### src/rtl/dispatch_pkg.sv
// Shared types and widths for the dispatch scheduler.
// DISPATCH_STATS_EN (see dispatch_scheduler) uses the stat widths below.
package dispatch_pkg;

  typedef enum logic [1:0] {
    ST_RUN    = 2'd0,
    ST_HALTED = 2'd1,
    ST_FLUSH  = 2'd2
  } dispatch_state_t;

  localparam int unsigned STAT_DISPATCHED_W = 32;
  localparam int unsigned STAT_STALL_W      = 16;

  // Index width that stays at least one bit for single-element ranges.
  function automatic int unsigned idx_width(input int unsigned n);
    return (n > 1) ? $clog2(n) : 1;
  endfunction

endpackage

### src/rtl/rr_port_alloc.sv
// In-order allocator: head entries go to ready ports scanned round-robin
// from rr_ptr; allocation stops when the free ports run out.
module rr_port_alloc
  import dispatch_pkg::*;
#(
  parameter int unsigned DATA_WIDTH = 8,
  parameter int unsigned MULTI_POP  = 3,
  parameter int unsigned NUM_PORTS  = 2
) (
  input  logic                                   enable,
  input  logic [MULTI_POP-1:0][DATA_WIDTH-1:0]   fifo_data,
  input  logic [$clog2(MULTI_POP):0]             ready_cnt,
  input  logic [NUM_PORTS-1:0]                   port_ready,
  input  logic [idx_width(NUM_PORTS)-1:0]        rr_ptr,
  output logic [NUM_PORTS-1:0]                   port_valid,
  output logic [NUM_PORTS-1:0][DATA_WIDTH-1:0]   port_data,
  output logic [$clog2(MULTI_POP):0]             pop_cnt,
  output logic [idx_width(NUM_PORTS)-1:0]        next_ptr
);

  localparam int unsigned CNT_W = $clog2(MULTI_POP) + 1;
  localparam int unsigned PTR_W = idx_width(NUM_PORTS);
  localparam int unsigned ENT_W = idx_width(MULTI_POP);

  int k;
  int last;
  int p;

  always_comb begin
    port_valid = '0;
    port_data  = '0;
    k          = 0;
    last       = 0;
    p          = 0;
    for (int j = 0; j < int'(NUM_PORTS); j++) begin
      p = int'(rr_ptr) + j;
      if (p >= int'(NUM_PORTS)) p = p - int'(NUM_PORTS);
      if (enable && port_ready[PTR_W'(p)] && (k < int'(ready_cnt)) && (k < int'(MULTI_POP))) begin
        port_valid[PTR_W'(p)] = 1'b1;
        port_data[PTR_W'(p)]  = fifo_data[ENT_W'(k)];
        k    = k + 1;
        last = p;
      end
    end
    pop_cnt  = CNT_W'(k);
    next_ptr = (k > 0) ? PTR_W'((last + 1) % int'(NUM_PORTS)) : rr_ptr;
  end

endmodule

### src/rtl/dispatch_scheduler.sv
// Dispatches FIFO head entries to consumer ports with halt/flush control.
// Define DISPATCH_STATS_EN to add the stat_dispatched/stat_stall counters.
module dispatch_scheduler
  import dispatch_pkg::*;
#(
  parameter int unsigned DATA_WIDTH = 8,
  parameter int unsigned MULTI_POP  = 3,
  parameter int unsigned NUM_PORTS  = 2
) (
  input  logic                                 clk,
  input  logic                                 rst,
  input  logic [MULTI_POP-1:0][DATA_WIDTH-1:0] fifo_data,
  input  logic [$clog2(MULTI_POP):0]           fifo_ready_cnt,
  output logic [$clog2(MULTI_POP):0]           fifo_poll_cnt,
  output logic [NUM_PORTS-1:0]                 port_valid,
  output logic [NUM_PORTS-1:0][DATA_WIDTH-1:0] port_data,
  input  logic [NUM_PORTS-1:0]                 port_ready,
  input  logic                                 halt,
  input  logic                                 flush,
  output logic                                 halted,
  output logic                                 flush_done
`ifdef DISPATCH_STATS_EN
  ,
  output logic [STAT_DISPATCHED_W-1:0]         stat_dispatched,
  output logic [STAT_STALL_W-1:0]              stat_stall
`endif
);

  localparam int unsigned PTR_W = idx_width(NUM_PORTS);
  localparam int unsigned CNT_W = $clog2(MULTI_POP) + 1;

  dispatch_state_t   state;
  logic [PTR_W-1:0]  rr_ptr;
  logic [PTR_W-1:0]  next_ptr;
  logic [CNT_W-1:0]  alloc_cnt;
  logic              dispatch_en;

  // halt/flush suppress dispatch in the same cycle they are raised
  assign dispatch_en = !rst && (state == ST_RUN) && !halt && !flush;

  rr_port_alloc #(
    .DATA_WIDTH (DATA_WIDTH),
    .MULTI_POP  (MULTI_POP),
    .NUM_PORTS  (NUM_PORTS)
  ) u_alloc (
    .enable     (dispatch_en),
    .fifo_data  (fifo_data),
    .ready_cnt  (fifo_ready_cnt),
    .port_ready (port_ready),
    .rr_ptr     (rr_ptr),
    .port_valid (port_valid),
    .port_data  (port_data),
    .pop_cnt    (alloc_cnt),
    .next_ptr   (next_ptr)
  );

  // Flushing drains whatever the FIFO reports, never more.
  always_comb begin
    fifo_poll_cnt = alloc_cnt;
    if (!rst && (state == ST_FLUSH)) fifo_poll_cnt = fifo_ready_cnt;
  end

  always_ff @(posedge clk) begin
    if (rst) begin
      state      <= ST_RUN;
      rr_ptr     <= '0;
      halted     <= 1'b0;
      flush_done <= 1'b0;
    end else begin
      halted     <= 1'b0;
      flush_done <= 1'b0;
      if (dispatch_en) rr_ptr <= next_ptr;
      if (flush) begin
        state <= ST_FLUSH;
      end else begin
        case (state)
          ST_RUN: begin
            if (halt) begin
              state  <= ST_HALTED;
              halted <= 1'b1;
            end
          end
          ST_HALTED: begin
            if (halt) halted <= 1'b1;
            else      state  <= ST_RUN;
          end
          ST_FLUSH: begin
            if (fifo_ready_cnt == '0) begin
              state      <= ST_RUN;
              flush_done <= 1'b1;
            end
          end
          default: state <= ST_RUN;
        endcase
      end
    end
  end

`ifdef DISPATCH_STATS_EN
  // A stall is a RUN cycle with work pending but nothing dispatched.
  always_ff @(posedge clk) begin
    if (rst) begin
      stat_dispatched <= '0;
      stat_stall      <= '0;
    end else begin
      stat_dispatched <= stat_dispatched + STAT_DISPATCHED_W'(alloc_cnt);
      if ((state == ST_RUN) && (fifo_ready_cnt != '0) && (alloc_cnt == '0) &&
          (stat_stall != {STAT_STALL_W{1'b1}}))
        stat_stall <= stat_stall + STAT_STALL_W'(1);
    end
  end
`else
  // statistics counters are not built in this configuration
`endif

endmodule

### config.mk
export PLATFORM = sky130hd
export DESIGN_NAME = dispatch_scheduler
export DESIGN_NICKNAME = d
export VERILOG_FILES = /design/src/rtl/dispatch_pkg.sv /design/src/rtl/rr_port_alloc.sv /design/src/rtl/dispatch_scheduler.sv
export SDC_FILE = /design/constraint.sdc
export NUM_CORES = 1
export LEC_CHECK = 0
export ABC_AREA = 1
export CAP_MARGIN = 40
export CORE_MARGIN = 10
export CORE_UTILIZATION = 27
export DETAILED_ROUTE_END_ITERATION = 7
export PLACE_DENSITY = 0.75
export SYNTH_ARGS = -nofsm -noshare
export SYNTH_HDL_FRONTEND = slang
export SYNTH_SLANG_ARGS = --single-unit
### constraint.sdc
create_clock -name clk -period 1.3 [get_ports clk]
set_input_delay 0.195 -clock clk [delete_from_list [all_inputs] [get_ports clk]]
set_output_delay 0.195 -clock clk [all_outputs]
set_load 0.02 [all_outputs]
==> results.sh <==
export IMPL_outcome="finished, violations left"
export IMPL_failed_checks="negative setup slack"
export IMPL_power_leakage_nw=0.645
export IMPL_slew_viol_final=0
export IMPL_ant_nets=0
export IMPL_n_antenna_cell=0
export IMPL_yosys_top_cells_count="nand2_1 (27), inv_1 (16), buf_4 (9), nand3_1 (9), nor2_1 (6)"
export IMPL_grt_pass1_wl_um=3480
export IMPL_synth_area_leaders="nand2_1 (17%), dfxtp_1 (16%), buf_4 (11%)"
export IMPL_clockRootBuffer="clkbuf_4"
export IMPL_placed_area_um2=1130
export IMPL_worstPathRequired_ns=1.11
export IMPL_drv_cap=0
export IMPL_die_h_um=67.4
export IMPL_max_freq_ghz=0.580
export IMPL_post_route_min_period_ns=1.72
export IMPL_cp_end_kind="output pin"
export IMPL_fin_cells=183
export IMPL_start_util_pct=28.0
export IMPL_std_cell_rows=17
export IMPL_ys_seq_elements=5
export IMPL_slowest_delay_ns=0.32
export IMPL_cts_tree="built"
export IMPL_port_buffers=37
export IMPL_final_core_util_pct=58.7
export IMPL_synth_edf_count=0
export IMPL_nNetsFinal=191
export IMPL_vdd_drop_max_v=0.000317
export IMPL_final_setup_tns_ns=-4.79
export IMPL_chipWidth_um=67.4
export IMPL_startpoint_type="register"
export IMPL_dieArea_um2=4540
export IMPL_wl_um=2120
export IMPL_hold_viol_final=0
export IMPL_synthArstFlopShare_pct=0
export IMPL_gr_total_overflow=0
export IMPL_worstHoldPathType="in -> reg"
export IMPL_gp_congestion=0.786
export IMPL_initialDrtViolationCount=14
export IMPL_fin_area_um2=1270
export IMPL_setup_viol=13
export IMPL_final_layout_size_suffix_gt1_share_pct=45.8
export IMPL_grt_pass1_vias=810
export IMPL_yosys_area_top_type="nand2_1"
export IMPL_ys_warn_count=0
export IMPL_fin_skew_ns=0.00277
export IMPL_yosysUniqueCellTypes=23
export IMPL_hpwl_um=1760
export IMPL_synth_yosys_seq_area_share_pct=16.5
export IMPL_syn_inst=98
export IMPL_layout_setup_ws_ns=-0.423
export IMPL_synth_area_um2=607
export IMPL_syn_area_per_cell_um2=6.19
export IMPL_dpl_cell_count=174
export IMPL_clockBufferDepth=2
export IMPL_grt_max_degree=11
export IMPL_clock_latency_ns=0.24
export IMPL_io_pin_count=56
export IMPL_period_share_pct=133
export IMPL_cpLargestDelayFamily="simple AND/OR/NAND/NOR gates"
export IMPL_path_buf_inv=2
export IMPL_area_growth_pct=110
export IMPL_drt_vias_per_instance=4.24
export IMPL_cpMostUsedCell="nand2_4"
export IMPL_htree_levels=1
export IMPL_wl_per_cell_um=11.6
export IMPL_power_density_nw_per_um2=451
export IMPL_core_area_um2=2170
export IMPL_dr_pass1_iters=4
export IMPL_grt_use_total_pct=9.77
export IMPL_criticalPathCategory="reg -> out"
export IMPL_slowest_stage="dfxtp_2"
export IMPL_drc=0
export IMPL_vias=776
export IMPL_cts_buffers=3
export IMPL_rsz0062_at_grt="true"
export IMPL_cts_sinks=5
export IMPL_path_max_fanout=4
export IMPL_synth_top_flop_cell="dfxtp_1"
export IMPL_clk_pin_slew_ns=0.04
export IMPL_antenna_found_initial=0
export IMPL_cp_cell_sequence="inv_2, nand2_4, nor2_4, nand2_4, nor2_8, ha_4, nand2_2, o21ai_2, buf_6"
export IMPL_cp_arrival_ns=1.53
export IMPL_synth_most_common_cell="nand2_1"
export IMPL_synth_top_area_share_pct=16.7
-- per-stage QoR --
step,power (W),setup WS [ns],hold WS [ns]
finish,0.000575,-0.423,0.388
global route,0.000611,-0.504,0.399
CTS,0.000576,-0.500,0.379
detailed placement,0.000384,-1.04,0.612
global placement,0.000379,-0.989,0.599
floorplan,0.000279,-0.135,0.274
-- power by group --
part | switching, W | total, W | internal, W
combinational | 0.000113 | 0.000234 | 0.000121
clock | 0.0000618 | 0.000178 | 0.000116
sequential | 0.00000336 | 0.000164 | 0.000160
total | 0.000178 | 0.000575 | 0.000397
-- final cells by class --
cell class	count	area (µm²)
clock buffers	4	26.3
fillers	215	896
inverters	21	82.6
multi-input cells	71	483
flip-flops and latches	5	101
well taps	28	35.0
repair buffers	54	546
-- final timing paths --
check | slack (ns) | start | cells after the start | endpoint
setup reg to reg | -0.33 | state[1] | 12 | register
hold reg to reg | 0.54 | state[1] | 2 | flush_done
setup / recovery | -0.42 | state[1] | 9 | fifo_poll_cnt[0]
hold / removal | 0.39 | flush | 3 | flush_done
-- worst reg2reg max path, stage by stage, from the launching register on --
cell      delay [ns]
dfxtp_2         0.32
inv_2           0.06
nand2_4         0.05
nor2_4          0.16
nand2_4         0.09
nor2_8          0.16
inv_1           0.10
buf_4           0.14
ha_1            0.16
inv_1           0.05
o211ai_1        0.10
nor2_1          0.10
nor2_1          0.05
-- logic make-up after synthesis --
family / share of synthesized area (%)
AND/OR/NAND/NOR: 46.2
buffers and inverters: 26.6
flip-flops: 16.5
AO/OA/AOI/OAI: 4.12
adder cells (fa/ha/maj): 4.12
multiplexers: 1.86
other: 0.618
-- per-layer routing --
metal  global-route usage (%)  up-vias  part of all wire [%]
li1                         -      391                     -
met5                        0        -                     0
met3                     3.47        5                   8.1
met1                     9.33      352                    36
met4                     5.13        0                   2.2
met2                     18.0       28                    53
-- repair_timing --
action / in CTS / in global routing
hold buffers: 0 / 0
buffers inserted: 3 / 1
resized for setup: 84 / 13
setup endpoints to repair: 15 / 13
gates cloned: 1 / 0
pin swaps: 10 / 7
-- layout by cell type, fill, tap and decap left out, types with 5 or more instances in the layout --
master / n
nor2_1: 5
buf_4: 14
conb_1: 9
nand2_2: 16
dlygate4sd2_1: 6
nand2_1: 13
clkdlybuf4s50_1: 17
inv_1: 14
nand3_1: 7
buf_6: 12
No activity file was read; power rests on OpenSTA's default activity.
